--- config.mk ---
export PLATFORM = sky130hd
export DESIGN_NAME = op_result_encoder
export DESIGN_NICKNAME = d
export VERILOG_FILES = /design/src/rtl/op_result_encoder_pkg.sv /design/src/rtl/op_result_encoder_rr.sv /design/src/rtl/op_result_encoder.sv
export SDC_FILE = /design/constraint.sdc
export NUM_CORES = 1
export LEC_CHECK = 0
export CORE_MARGIN = 2
export CORE_UTILIZATION = 55
export CTS_BUF_LIST = sky130_fd_sc_hd__clkbuf_2
export DETAILED_ROUTE_END_ITERATION = 12
export HOLD_SLACK_MARGIN = 0.1
export PLACE_DENSITY_LB_ADDON = 0.15
export SLEW_MARGIN = 20
export SYNTH_ARGS = -nofsm -noshare
export SYNTH_HDL_FRONTEND = slang
export SYNTH_SLANG_ARGS = --single-unit
--- constraint.sdc ---
create_clock -name CLK -period 4 [get_ports CLK]
set_input_delay 0.8 -clock CLK [delete_from_list [all_inputs] [get_ports CLK]]
set_output_delay 0.8 -clock CLK [all_outputs]
set_load 0.01 [all_outputs]
--- src/rtl/op_result_encoder_pkg.sv ---
// Shared definitions for the operation-unit return path (4-to-2 encoder).
// Holds the fixed requester count, the code width, the presenter FSM state
// type and the code values shared with the forward 2-4 decoder.
package op_result_encoder_pkg;

    // Requester count is tied to the 2-bit code; other values are unsupported.
    localparam int NREQ = 4;
    localparam int CW   = 2;

    // Code values, identical to the forward decoder's input encoding.
    localparam logic [CW-1:0] OP0 = 2'd0;
    localparam logic [CW-1:0] OP1 = 2'd1;
    localparam logic [CW-1:0] OP2 = 2'd2;
    localparam logic [CW-1:0] OP3 = 2'd3;

    typedef enum logic {
        ST_IDLE    = 1'b0,
        ST_PRESENT = 1'b1
    } state_t;

endpackage

--- src/rtl/op_result_encoder_rr.sv ---
// rr_prio_enc_4: combinational round-robin priority encoder.
// Picks the first set request bit searching upward from the pointer,
// wrapping modulo 4.
// Ports:
//   i_req  [3:0]  request vector
//   i_ptr  [1:0]  search start position
//   o_idx  [1:0]  index of the winning request (0 when none)
//   o_any         at least one request is set
module rr_prio_enc_4
    import op_result_encoder_pkg::*;
(
    input  logic [NREQ-1:0] i_req,
    input  logic [CW-1:0]   i_ptr,
    output logic [CW-1:0]   o_idx,
    output logic            o_any
);

    logic [CW-1:0] w_cand;

    always_comb begin
        o_idx  = '0;
        o_any  = 1'b0;
        w_cand = '0;
        for (int unsigned k = 0; k < NREQ; k++) begin
            // 2-bit add wraps naturally, giving the modulo-4 search order.
            w_cand = i_ptr + CW'(k);
            if (!o_any && i_req[w_cand]) begin
                o_idx = w_cand;
                o_any = 1'b1;
            end
        end
    end

endmodule

--- src/rtl/op_result_encoder.sv ---
// op_result_encoder: return path from the four operation units.
// Buffers one result per unit, picks a pending unit round-robin and presents
// its 2-bit code plus result over a VALID/READY handshake.
// Ports:
//   CLK, RST_N        clock (rising edge), async active-low reset
//   ENABLE            capture enable; pending/in-flight data drains regardless
//   REQ[3:0]          per-unit completion request
//   RES0..RES3        per-unit results
//   VALID/READY       downstream handshake
//   CODE[1:0], DATA   winning unit index and its result
//   PEND[3:0]         pending-slot bitmap
//   OVF[3:0]          sticky overflow flags, CLR_OVF clears them
module op_result_encoder #(
    parameter int DW   = 8,
    parameter int NREQ = 4
) (
    input  logic          CLK,
    input  logic          RST_N,
    input  logic          ENABLE,
    input  logic [3:0]    REQ,
    input  logic [DW-1:0] RES0,
    input  logic [DW-1:0] RES1,
    input  logic [DW-1:0] RES2,
    input  logic [DW-1:0] RES3,
    output logic          VALID,
    input  logic          READY,
    output logic [1:0]    CODE,
    output logic [DW-1:0] DATA,
    output logic [3:0]    PEND,
    output logic [3:0]    OVF,
    input  logic          CLR_OVF
);

    import op_result_encoder_pkg::*;

    state_t        r_state;
    logic          r_valid;
    logic [CW-1:0] r_code;
    logic [DW-1:0] r_data;
    logic [CW-1:0] r_ptr;
    logic [3:0]    r_pend;
    logic [3:0]    r_ovf;
    logic [DW-1:0] r_hold [4];

    logic [DW-1:0] w_res [4];
    logic          w_accept;
    logic [3:0]    w_acc_vec;
    logic [3:0]    w_pend_eff;
    logic [3:0]    w_cap;
    logic [3:0]    w_ovf_set;
    logic [CW-1:0] w_sel;
    logic          w_any;

    assign w_res[0] = RES0;
    assign w_res[1] = RES1;
    assign w_res[2] = RES2;
    assign w_res[3] = RES3;

    assign w_accept = r_valid && READY;

    // The slot being accepted this edge counts as free, so a same-cycle
    // re-request is captured rather than flagged as overflow.
    always_comb begin
        w_acc_vec = '0;
        if (w_accept) begin
            w_acc_vec[r_code] = 1'b1;
        end
        w_pend_eff = r_pend & ~w_acc_vec;
        w_cap      = {4{ENABLE}} & REQ & ~w_pend_eff;
        w_ovf_set  = {4{ENABLE}} & REQ &  w_pend_eff;
    end

    // Selection uses registered PEND only: requests captured on the same
    // edge become eligible one cycle later.
    rr_prio_enc_4 u_rr (
        .i_req (r_pend),
        .i_ptr (r_ptr),
        .o_idx (w_sel),
        .o_any (w_any)
    );

    always_ff @(posedge CLK or negedge RST_N) begin
        if (!RST_N) begin
            r_state <= ST_IDLE;
            r_valid <= 1'b0;
            r_code  <= OP0;
            r_data  <= '0;
            r_ptr   <= '0;
            r_pend  <= '0;
            r_ovf   <= '0;
            for (int unsigned i = 0; i < 4; i++) begin
                r_hold[i] <= '0;
            end
        end else begin
            r_pend <= w_pend_eff | w_cap;
            // Set beats clear when both happen on the same edge.
            r_ovf  <= (CLR_OVF ? 4'b0000 : r_ovf) | w_ovf_set;
            for (int unsigned i = 0; i < 4; i++) begin
                if (w_cap[i]) begin
                    r_hold[i] <= w_res[i];
                end
            end

            case (r_state)
                ST_IDLE: begin
                    if (w_any) begin
                        r_code  <= w_sel;
                        r_data  <= r_hold[w_sel];
                        r_valid <= 1'b1;
                        r_state <= ST_PRESENT;
                    end
                end
                ST_PRESENT: begin
                    if (READY) begin
                        r_valid <= 1'b0;
                        r_ptr   <= r_code + 2'd1;
                        r_state <= ST_IDLE;
                    end
                end
                default: begin
                    r_valid <= 1'b0;
                    r_state <= ST_IDLE;
                end
            endcase
        end
    end

    assign VALID = r_valid;
    assign CODE  = r_code;
    assign DATA  = r_data;
    assign PEND  = r_pend;
    assign OVF   = r_ovf;

endmodule
== Yosys cells after proc, flatten, opt, wreduce, memory -nomap -nowiden ==
Index checks and enable logic that the tools add are counted.

* Word-level logic and storage cells: 74
* Output and inout port bits: 19
* Register bits after elaboration: 54

* Bitwise operators: 10
* Equality and inequality tests: 2
* Order comparisons: 7
* Add/sub/neg operators: 4
* Reduce and logical (&&, ||, !) cells: 11
* Muxes and demuxes: 29

{| class="wikitable"
|+ Operator list
! cell !! count
|-
| $and A4 B4 Y4 || 4
|-
| $bmux W8 S2 || 1
|-
| $mux W8 || 2
|-
| $lt A2 B3 Y1 const B || 5
|-
| $mux W1 || 13
|-
| $bmux W1 S2 || 4
|-
| $mux W2 || 4
|-
| $mux W4 || 2
|-
| $not A4 Y4 || 2
|-
| $or A4 B4 Y4 || 2
|-
| $reduce_and A2 Y1 || 3
|-
| $logic_and A1 B1 Y1 || 5
|-
| $add A2 B1 Y2 const B || 2
|-
| $add A2 B2 Y2 const B || 2
|-
| $pmux W1 S2 || 2
|-
| $ge A3 B3 Y1 const B || 1
|-
| $logic_not A1 Y1 || 3
|-
| $not A2 Y3 || 1
|-
| $demux W1 S2 || 1
|-
| $ge A2 B1 Y1 const B || 1
|-
| $ne A2 B1 Y1 const B || 1
|-
| $ne A2 B2 Y1 const B || 1
|-
| $not A1 Y1 || 1
|}

== Longest topological paths before layout ==
Gate-level depths: netlist of run 1.

* Depth after elaboration: 16
* Mapped depth: 6

== By module ==
Synthesis of run 1 repeated with hierarchy kept, for this count alone.

* Cells, all modules: 165
* Area, all modules: 2373.5 um^2

{| class="wikitable"
|+ Modules (own cells, without submodules)
! module !! sequential area each (um^2) !! cells an instance !! instances !! area each (um^2)
|-
| op_result_encoder || 1351.3 || 150 || 1 || 2296.0
|-
| rr_prio_enc_4 || 0.0 || 15 || 1 || 77.6
|}

== Worst setup path after synthesis of run 1 ==
OpenSTA, ideal clock, no wires.

* Kind: input to register
* Start: input READY
* End: register r_hold[0] in the netlist's numbering
* Stages: 3
* Setup slack: 2.131 ns
* Setup time: 0.125 ns
* Data arrival time: 1.744 ns
* Buffers on the path: 0
* Cell sequence: nand3_1 > a21oi_1 > mux2_2

* Longest elaborated chain between the ends: 6

{| class="wikitable"
|+ RTL lines
! item !! RTL line !! text
|-
| from (decl) || op_result_encoder.sv:26 || <nowiki>input logic READY,</nowiki>
|-
| $logic_and A1 B1 Y1 || op_result_encoder.sv:59 || <nowiki>assign w_accept = r_valid && READY;</nowiki>
|-
| $mux W4 || op_result_encoder.sv:65 || <nowiki>if (w_accept) begin</nowiki>
|-
| $not A4 Y4 || op_result_encoder.sv:68 || <nowiki>w_pend_eff = r_pend & ~w_acc_vec;</nowiki>
|-
| $and A4 B4 Y4 || op_result_encoder.sv:68 ||
|-
| $not A4 Y4 || op_result_encoder.sv:69 || <nowiki>w_cap = {4{ENABLE}} & REQ & ~w_pend_eff;</nowiki>
|-
| $and A4 B4 Y4 || op_result_encoder.sv:69 ||
|-
| to (signal, indexed assignment) || op_result_encoder.sv:100 || <nowiki>r_hold[i] <= w_res[i];</nowiki>
|-
| to (decl) || op_result_encoder.sv:43 || <nowiki>logic [DW-1:0] r_hold [4];</nowiki>
|}

No other way between the ends.
A chain may end at the register's enable or synchronous reset.

== Worst setup path in the final report of run 1 ==
* Start: input READY
* End: register r_hold[23] in the netlist's numbering

The elaborated chain is that of the path after synthesis.

==> results of run 1 <==
==> final cells by class <==
cell class	instances	area share, %
Inverter	6	0.734
Timing Repair Buffer	61	19.7
Clock buffer	7	1.14
Tap cell	52	2.12
Multi-Input combinational cell	117	32.3
Sequential cell	54	44.0
==> flip-flops by register name, indices dropped and copies added (netlist names) <==
| signal | flops |
|---|---|
| r_hold | 32 |
| DATA | 8 |
| OVF | 4 |
| PEND | 4 |
| CODE | 2 |
| r_ptr | 2 |
| VALID | 1 |
| r_state | 1 |
==> cells in the mapped netlist <==
master            n
or2_1             1
inv_1             6
o22ai_1           4
ha_1              4
buf_6             2
mux2_2           33
nand3_1           5
or2_2             1
mux2i_1          19
nand2_1          25
clkdlybuf4s15_2   1
a211o_2           1
nor2_1            3
a221oi_4          1
a21o_2            1
o221ai_2          5
buf_12            1
nand2b_1          1
a21oi_1           4
nor3b_1           1
o221ai_1          3
a222oi_1          1
nor4_1            1
o21ai_0           3
dfrtp_1          54
==> kinds of logic (layout without fill, tap and decap cells) <==
logic type | count (synthesis) | after routing | share of synthesized area [%]
simple gates | 38 | 38 | 6.73
fa+ha+maj | 4 | 4 | 2.07
compound gates | 23 | 23 | 8.95
buf+inv | 10 | 74 | 3.16
flops | 54 | 54 | 55.9
mux | 52 | 52 | 23.2
==> power groups by stage <==
stage | clock network, µW | registers (µW) | logic (µW)
detailed placement | 0 | 979 | 940
finish | 207 | 967 | 940
floorplan | 0 | 952 | 656
global route | 233 | 997 | 1020
CTS | 210 | 967 | 940
global placement | 0 | 970 | 919
==> per-stage QoR <==
step,instance area [µm²],instances,total power (µW),hold WS [ns],util [%]
global route,3070,297,2250,0.261,71.5
global placement,3020,289,1890,0.490,70.4
finish,3070,297,2110,0.250,71.5
CTS,3060,296,2120,0.264,71.2
floorplan,2420,181,1610,0.480,-
detailed placement,3020,289,1920,0.479,70.4
==> worst reg2reg max path: stages (launching register included) <==
cell	delay, ns
dfrtp_1	0.48
inv_1	0.11
ha_1	0.15
nand3_1	0.08
a21oi_1	0.79
mux2_2	0.42
==> per-layer routing <==
| layer | track usage, % | vias to the layer above | wire length [µm] |
|---|---|---|---|
| li1 | - | 781 | - |
| met1 | 26.9 | 829 | 2060 |
| met2 | 35.7 | 44 | 2490 |
| met3 | 4.18 | 13 | 201 |
| met4 | 10.3 | 0 | 134 |
| met5 | 0 | - | 0 |
==> path summary, 6_finish.rpt <==
kind                             from  cells past startpoint         end
setup / recovery                READY                      4  r_hold[23]
hold / removal                  RST_N                      1  r_hold[19]
setup reg to reg              CODE[1]                      5  r_hold[23]
hold reg to reg            r_hold[16]                      1  r_hold[16]
max in group asynchronous       RST_N                      2  r_hold[11]
min in group CLK           r_hold[16]                      1  r_hold[16]
==> impl_metrics.json, run 1 <==
{
  "status": "finished clean",
  "final_cell_mix": "clkdlybuf4s50_1, dfrtp_1, mux2_2",
  "power.internal_uw": 1370,
  "row_count": 24,
  "slew_viol_final": 0,
  "seq_area_frac_synth_pct": 55.9,
  "crit_arrival_ns": 2.75,
  "die_h_um": 70.3,
  "min_period_ns": 2.40,
  "postSynthCellCount": 181,
  "syn_nets": 226,
  "ys_ff_latch": 54,
  "hold_path.class": "primary input to asynchronous set/reset pin",
  "cts-hold-fix-buffers": 0,
  "area_growth_pct": 26.9,
  "ant_nets": 0,
  "grt_max_degree": 34,
  "die_w_um": 70.3,
  "relSlewSlack_pct": 34.7,
  "core_area_um2": 4290,
  "p_sw_uw": 749,
  "htreeDepth": 2,
  "numCtsBuffers": 5,
  "clock_path_buffers": 2,
  "final_common_cell": "clkdlybuf4s50_1",
  "start_kind": "primary input",
  "p_clk_share_pct": 9.8,
  "critical-path-top-delay-family": "compound AO/OA/AOI/OAI gates",
  "final.setup.worst_slack_ns": 1.60,
  "leakage_uw": 0.00135,
  "pre_cts_ws_ns": 1.08,
  "cts_setup_buffers": 0,
  "post-route-period-util_pct": 59.9,
  "gp_congestion": 0.776,
  "worstPathCellList": "clkdlybuf4s50_1 -> nand3_1 -> a21oi_1 -> mux2_2",
  "diodes": 0,
  "fin_nets": 290,
  "critPathMaxStageDelay_ns": 0.79,
  "grt_setup_unrepaired": "no",
  "dp_hpwl_um": 3640,
  "max_clock_freq_mhz": 417,
  "r2r_slack_ns": 1.87,
  "grt_pass1_wl_um": 8110,
  "antenna_found_initial": 0,
  "finalHoldViolations": 0,
  "initial_core_util_pct": 56.3,
  "synth.largest_area_cell": "dfrtp_1",
  "crit_type": "primary input to register",
  "cp_slowest_cell": "a21oi_1",
  "synth_cell_types": 25,
  "vias": 1667,
  "io_buffers": 59,
  "seqCellArea_um2": 1350,
  "netlist_area_um2": 2420,
  "drtIter0Drc": 79,
  "grt_pass1_vias": 1703,
  "power_frac_seq_pct": 45.7,
  "skew_ns": 0.0186,
  "setup_viol": 0,
  "dieArea_um2": 4940,
  "fin_setup_tns_ns": 0,
  "ios": 60,
  "synthTopCellsByArea": "dfrtp_1, mux2_2, mux2i_1",
  "dr.pass1.iters": 5,
  "clk_latency_ns": 0.44,
  "cts-root-buf": "clkbuf_2",
  "end_kind": "register",
  "drive_above_1_share_pct": 21.2,
  "clk_pin_slew_worst_paths_ns": 0.25,
  "grt_usage_pct": 21.5,
  "drt_wl_total_um": 4890,
  "drcViolationCount": 0,
  "cts_resized": 0,
  "p_sw_share_pct": 35.4,
  "fillCellCount": 339,
  "crit_buf_inv": 1,
  "syn_area_per_cell_um2": 13.4,
  "yosysWarnings": 0,
  "worstPathRequired_ns": 4.35,
  "worstMarginPinSlew_ns": 0.979,
  "avgViaCountPerCell": 5.61,
  "synth.top_cell.area_share_pct": 55.9,
  "wl_per_cell_um": 16.4,
  "clkSinkCount": 54,
  "cp_max_fo": 8,
  "p_per_area_nw_per_um2": 689,
  "multi_input_area_um2": 991,
  "overflow": 0,
  "ir_drop_mv": 0.316,
  "p_comb_share_pct": 44.5,
  "cts_tree": "built",
  "drv_cap": 0
}
No activity file was read; power rests on OpenSTA's default activity.
==> run 2, diff against run 1 <==
CORE_UTILIZATION = 46   (was 55)
clock period = 2.2 ns   (was 4 ns; I/O delays follow)
==> run 2 against run 1 <==
  * Clock power up 81%
  * Worst hold slack better by 0.29 ns
  * Clock-buffer cell count down 1
==> impl_metrics.json, run 2 (synthesis results as in run 1) <==
{
  "p_per_area_nw_per_um2": 1240,
  "cp_slowest_cell": "clkdlybuf4s50_1",
  "gp_congestion": 0.813,
  "cp_max_fo": 7,
  "grt_pass1_vias": 1742,
  "core_area_um2": 5070,
  "crit_cells": 1,
  "die_h_um": 76.5,
  "drtIter0Drc": 57,
  "finalHoldViolations": 0,
  "slew_viol_final": 0,
  "hold_path.class": "register to register",
  "start_kind": "register",
  "skew_ns": 0.0212,
  "max_clock_freq_mhz": 497,
  "largest_register_ffs": 32,
  "ir_drop_mv": 0.744,
  "cts_resized": 0,
  "clk_latency_ns": 0.43,
  "clock_path_buffers": 2,
  "io_buffers": 59,
  "cts-hold-fix-buffers": 1,
  "cts_tree": "built",
  "status": "finished clean",
  "critical-path-top-delay-family": "buffers and inverters",
  "dpl.cell_count": 314,
  "avgViaCountPerCell": 5.02,
  "totalPowerFinal_uw": 3900,
  "post-route-period-util_pct": 91.5,
  "worstPathCellList": "clkdlybuf4s50_1",
  "ios": 60,
  "numCtsBuffers": 5,
  "final_common_cell": "clkdlybuf4s50_1",
  "top_register": "r_hold",
  "power.internal_uw": 2530,
  "initial_core_util_pct": 47.7,
  "cts_setup_buffers": 0,
  "relSlewSlack_pct": 54.8,
  "crit_type": "register to output port",
  "crit_arrival_ns": 1.57,
  "crit_buf_inv": 1,
  "row_count": 26,
  "leakage_uw": 0.00139,
  "drv_cap": 0,
  "p_sw_share_pct": 35.1,
  "critPathMaxStageDelay_ns": 0.59,
  "wl_per_cell_um": 15.5,
  "drt_wl_total_um": 5010,
  "antenna_found_initial": 0,
  "p_clk_share_pct": 9.6,
  "dieArea_um2": 5850,
  "final.setup.worst_slack_ns": 0.186,
  "diodes": 0,
  "power_frac_seq_pct": 44.5,
  "grt_max_degree": 55,
  "p_sw_uw": 1370,
  "final_cell_mix": "clkdlybuf4s50_1, dfrtp_1, mux2_2",
  "clk_pin_slew_worst_paths_ns": 0.25,
  "end_kind": "output port",
  "worstMarginPinSlew_ns": 0.677,
  "pre_cts_ws_ns": 0.200,
  "grt_setup_unrepaired": "no",
  "htreeDepth": 2,
  "dp_hpwl_um": 3640,
  "min_period_ns": 2.01,
  "setup_viol": 0,
  "die_w_um": 76.5,
  "p_comb_share_pct": 45.9,
  "fin_nets": 297,
  "grt_pass1_wl_um": 8550,
  "holdWs_ns": 0.538,
  "drcViolationCount": 0,
  "overflow": 0,
  "rr_worst_depth": 4,
  "grt_usage_pct": 18.5,
  "worstPathRequired_ns": 1.76,
  "area_growth_pct": 30.6,
  "fin_cells": 323,
  "drive_above_1_share_pct": 22.9,
  "vias": 1623,
  "fin_setup_tns_ns": 0,
  "dr.pass1.iters": 4,
  "clkSinkCount": 54,
  "cts-root-buf": "clkbuf_2",
  "ant_nets": 0,
  "hold_depth": 1
}
run 2: cell types whose count changed in the layout (fill, tap and decap cells not counted), sizes merged:
cell and delta:
buf +6, clkinv +2, clkbuf -1, dlygate4sd3 +1
run 2: worst paths after layout:
kind                                 start          to  slack, ns
worst max-delay path               PEND[2]     PEND[2]       0.19
worst min-delay path            r_hold[10]  r_hold[10]       0.54
worst max register to register     PEND[2]     DATA[2]       0.34
worst min register to register  r_hold[10]  r_hold[10]       0.54
max in group asynchronous            RST_N   r_hold[6]       1.12
min in group asynchronous            RST_N      OVF[1]       0.60
run 2: cell type report:
type,instances,area (µm²)
Clock buffer,6,30.0
Clock inverter,2,8.76
Fill cell,427,1920
Inverter,6,22.5
Multi-Input combinational cell,117,991
Sequential cell,54,1350
Tap cell,70,87.6
Timing Repair Buffer,68,668
run 2: power by group through the flow:
stage | clock network [µW] | registers [µW] | logic (µW)
floorplan | 0 | 1730 | 1190
global placement | 0 | 1750 | 1800
detailed placement | 0 | 1760 | 1830
CTS | 397 | 1740 | 1830
global route | 434 | 1800 | 1960
finish | 374 | 1740 | 1790
run 2: stage by stage:
step	cell area [µm²]	utilization [%]
5_1_grt	3160	62.3
6_report	3160	62.3
2_1_floorplan	2420	-
4_1_cts	3160	62.3
3_3_place_gp	3110	61.3
3_5_place_dp	3110	61.3
run 2: routing by layer:
metal / wire length (µm) / part of all wire (%) / track usage [%]
met4: 57 / 1.1 / 5.45
met3: 194 / 3.9 / 3.91
met5: 0 / 0 / 0
met2: 2500 / 50 / 31.3
met1: 2260 / 45 / 24.1
==> run 3, diff against run 2 <==
CORE_UTILIZATION = 59   (was 46)
DONT_BUFFER_PORTS = 1   (was unset)
==> run 3 against run 2 <==
  * Sequential share of layout area rose by 6.9 points
  * Critical path depth rose by 3
  * Critical path type is now register to register
  * Cell count fell by 20%
  * Worst hold slack got worse by 0.41 ns
==> impl_metrics.json, run 3 (synthesis results as in run 1) <==
{
  "status": "finished clean",
  "post-route-period-util_pct": 90.8,
  "htreeDepth": 2,
  "grt_max_degree": 55,
  "drt_wl_total_um": 5240,
  "min_period_ns": 2.00,
  "area_growth_pct": 12.5,
  "hold_path.class": "primary input to register",
  "dr.pass1.iters": 5,
  "cts_setup_buffers": 0,
  "top_register": "r_hold",
  "antenna_found_initial": 0,
  "critical-path-top-delay-family": "simple AND/OR/NAND/NOR gates",
  "overflow": 0,
  "drv_cap": 0,
  "crit_type": "register to register",
  "fin_setup_tns_ns": 0,
  "drcViolationCount": 0,
  "wl_per_cell_um": 20.1,
  "initial_core_util_pct": 60.9,
  "die_h_um": 68.0,
  "clk_latency_ns": 0.44,
  "io_buffers": 0,
  "dp_hpwl_um": 3750,
  "crit_buf_inv": 0,
  "relSlewSlack_pct": 65.5,
  "crit_arrival_ns": 2.32,
  "cts_resized": 0,
  "skew_ns": 0.0372,
  "die_w_um": 68.0,
  "finalHoldViolations": 0,
  "ant_nets": 0,
  "grt_setup_unrepaired": "no",
  "r2r_slack_ns": 0.20,
  "end_kind": "register",
  "start_kind": "register",
  "hold_depth": 2,
  "slew_viol_final": 0,
  "largest_register_ffs": 32,
  "setup_viol": 0,
  "cp_slowest_cell": "dfrtp_1",
  "avgViaCountPerCell": 5.97,
  "vias": 1552,
  "min_to": "PEND[1]",
  "worstPathCellList": "nor4_1 -> nor2_1 -> nand3_1 -> o221ai_1",
  "gp_congestion": 0.802,
  "dieArea_um2": 4630,
  "r2r-start": "PEND[0]",
  "clkSinkCount": 54,
  "worstMarginPinSlew_ns": 0.517,
  "ios": 60,
  "max_clock_freq_mhz": 501,
  "grt_usage_pct": 23.4,
  "ir_drop_mv": 0.690,
  "hold_path_startpoint": "ENABLE",
  "rr_worst_depth": 4,
  "drtIter0Drc": 84,
  "fin_util_pct": 68.5,
  "clk_pin_slew_worst_paths_ns": 0.27,
  "clock_path_buffers": 2,
  "reg2reg_to": "DATA[0]",
  "cts-hold-fix-buffers": 4,
  "grt_pass1_vias": 1554,
  "worstPathRequired_ns": 2.52,
  "diodes": 0,
  "grt_pass1_wl_um": 7630,
  "p_per_area_nw_per_um2": 1320,
  "numCtsBuffers": 5,
  "cts-root-buf": "clkbuf_2",
  "drive_above_1_share_pct": 26.7,
  "critPathMaxStageDelay_ns": 0.58,
  "final_cell_mix": "dfrtp_1, mux2_2, nand2_1",
  "row_count": 23,
  "fin_nets": 254,
  "cts_tree": "built",
  "totalPowerFinal_uw": 3590,
  "leakage_uw": 0.00122,
  "cp_max_fo": 9,
  "final_common_cell": "dfrtp_1",
  "core_area_um2": 3970
}
[run 3: cell types whose count changed in the layout (fill, tap and decap cells not counted), sizes merged]
cell           before  now
clkinvlp            0    1
buf                 9    7
dlygate4sd3         1   18
clkdlybuf4s50      58    0
clkbuf              6    5
[run 3: final cells by class]
type / instances / area, µm²
multi-input cells: 117 / 991
inverters: 6 / 22.5
fillers: 306 / 1250
flip-flops and latches: 54 / 1350
clock buffers: 5 / 25.0
repair buffers: 25 / 253
clock inverters: 3 / 16.3
well taps: 50 / 62.6
[run 3: worst max-delay path by stage]
stage / from / to / depth (start not counted)
after floorplan: PEND[1] / DATA[1] / 6
after global placement: PEND[0] / DATA[0] / 4
after detailed placement: PEND[0] / DATA[2] / 4
after CTS: PEND[0] / DATA[0] / 4
after global routing: PEND[0] / DATA[0] / 4
final: PEND[0] / DATA[0] / 4
[run 3: per-layer routing]
| metal | track usage (%) | routed length, µm | up-vias |
|---|---|---|---|
| met5 | 0 | 0 | - |
| met4 | 9.00 | 85 | 0 |
| met3 | 6.91 | 353 | 8 |
| met2 | 43.3 | 2920 | 64 |
| met1 | 24.7 | 1880 | 769 |
| li1 | - | - | 711 |
[run 3: stage by stage]
stage | setup WS (ns) | cell area, µm² | instances | hold WS (ns)
2_1_floorplan | 0.396 | 2420 | 181 | 0.144
3_5_place_dp | 0.279 | 2470 | 233 | 0.146
5_1_grt | 0.0446 | 2720 | 260 | 0.101
4_1_cts | 0.229 | 2570 | 245 | 0.100
6_report | 0.202 | 2720 | 260 | 0.130
3_3_place_gp | 0.369 | 2470 | 233 | 0.146
[run 3: power breakdown]
group	switching (µW)	internal, µW
Combinational	624	728
Clock	299	72.5
Sequential	437	1430
Total	1360	2230
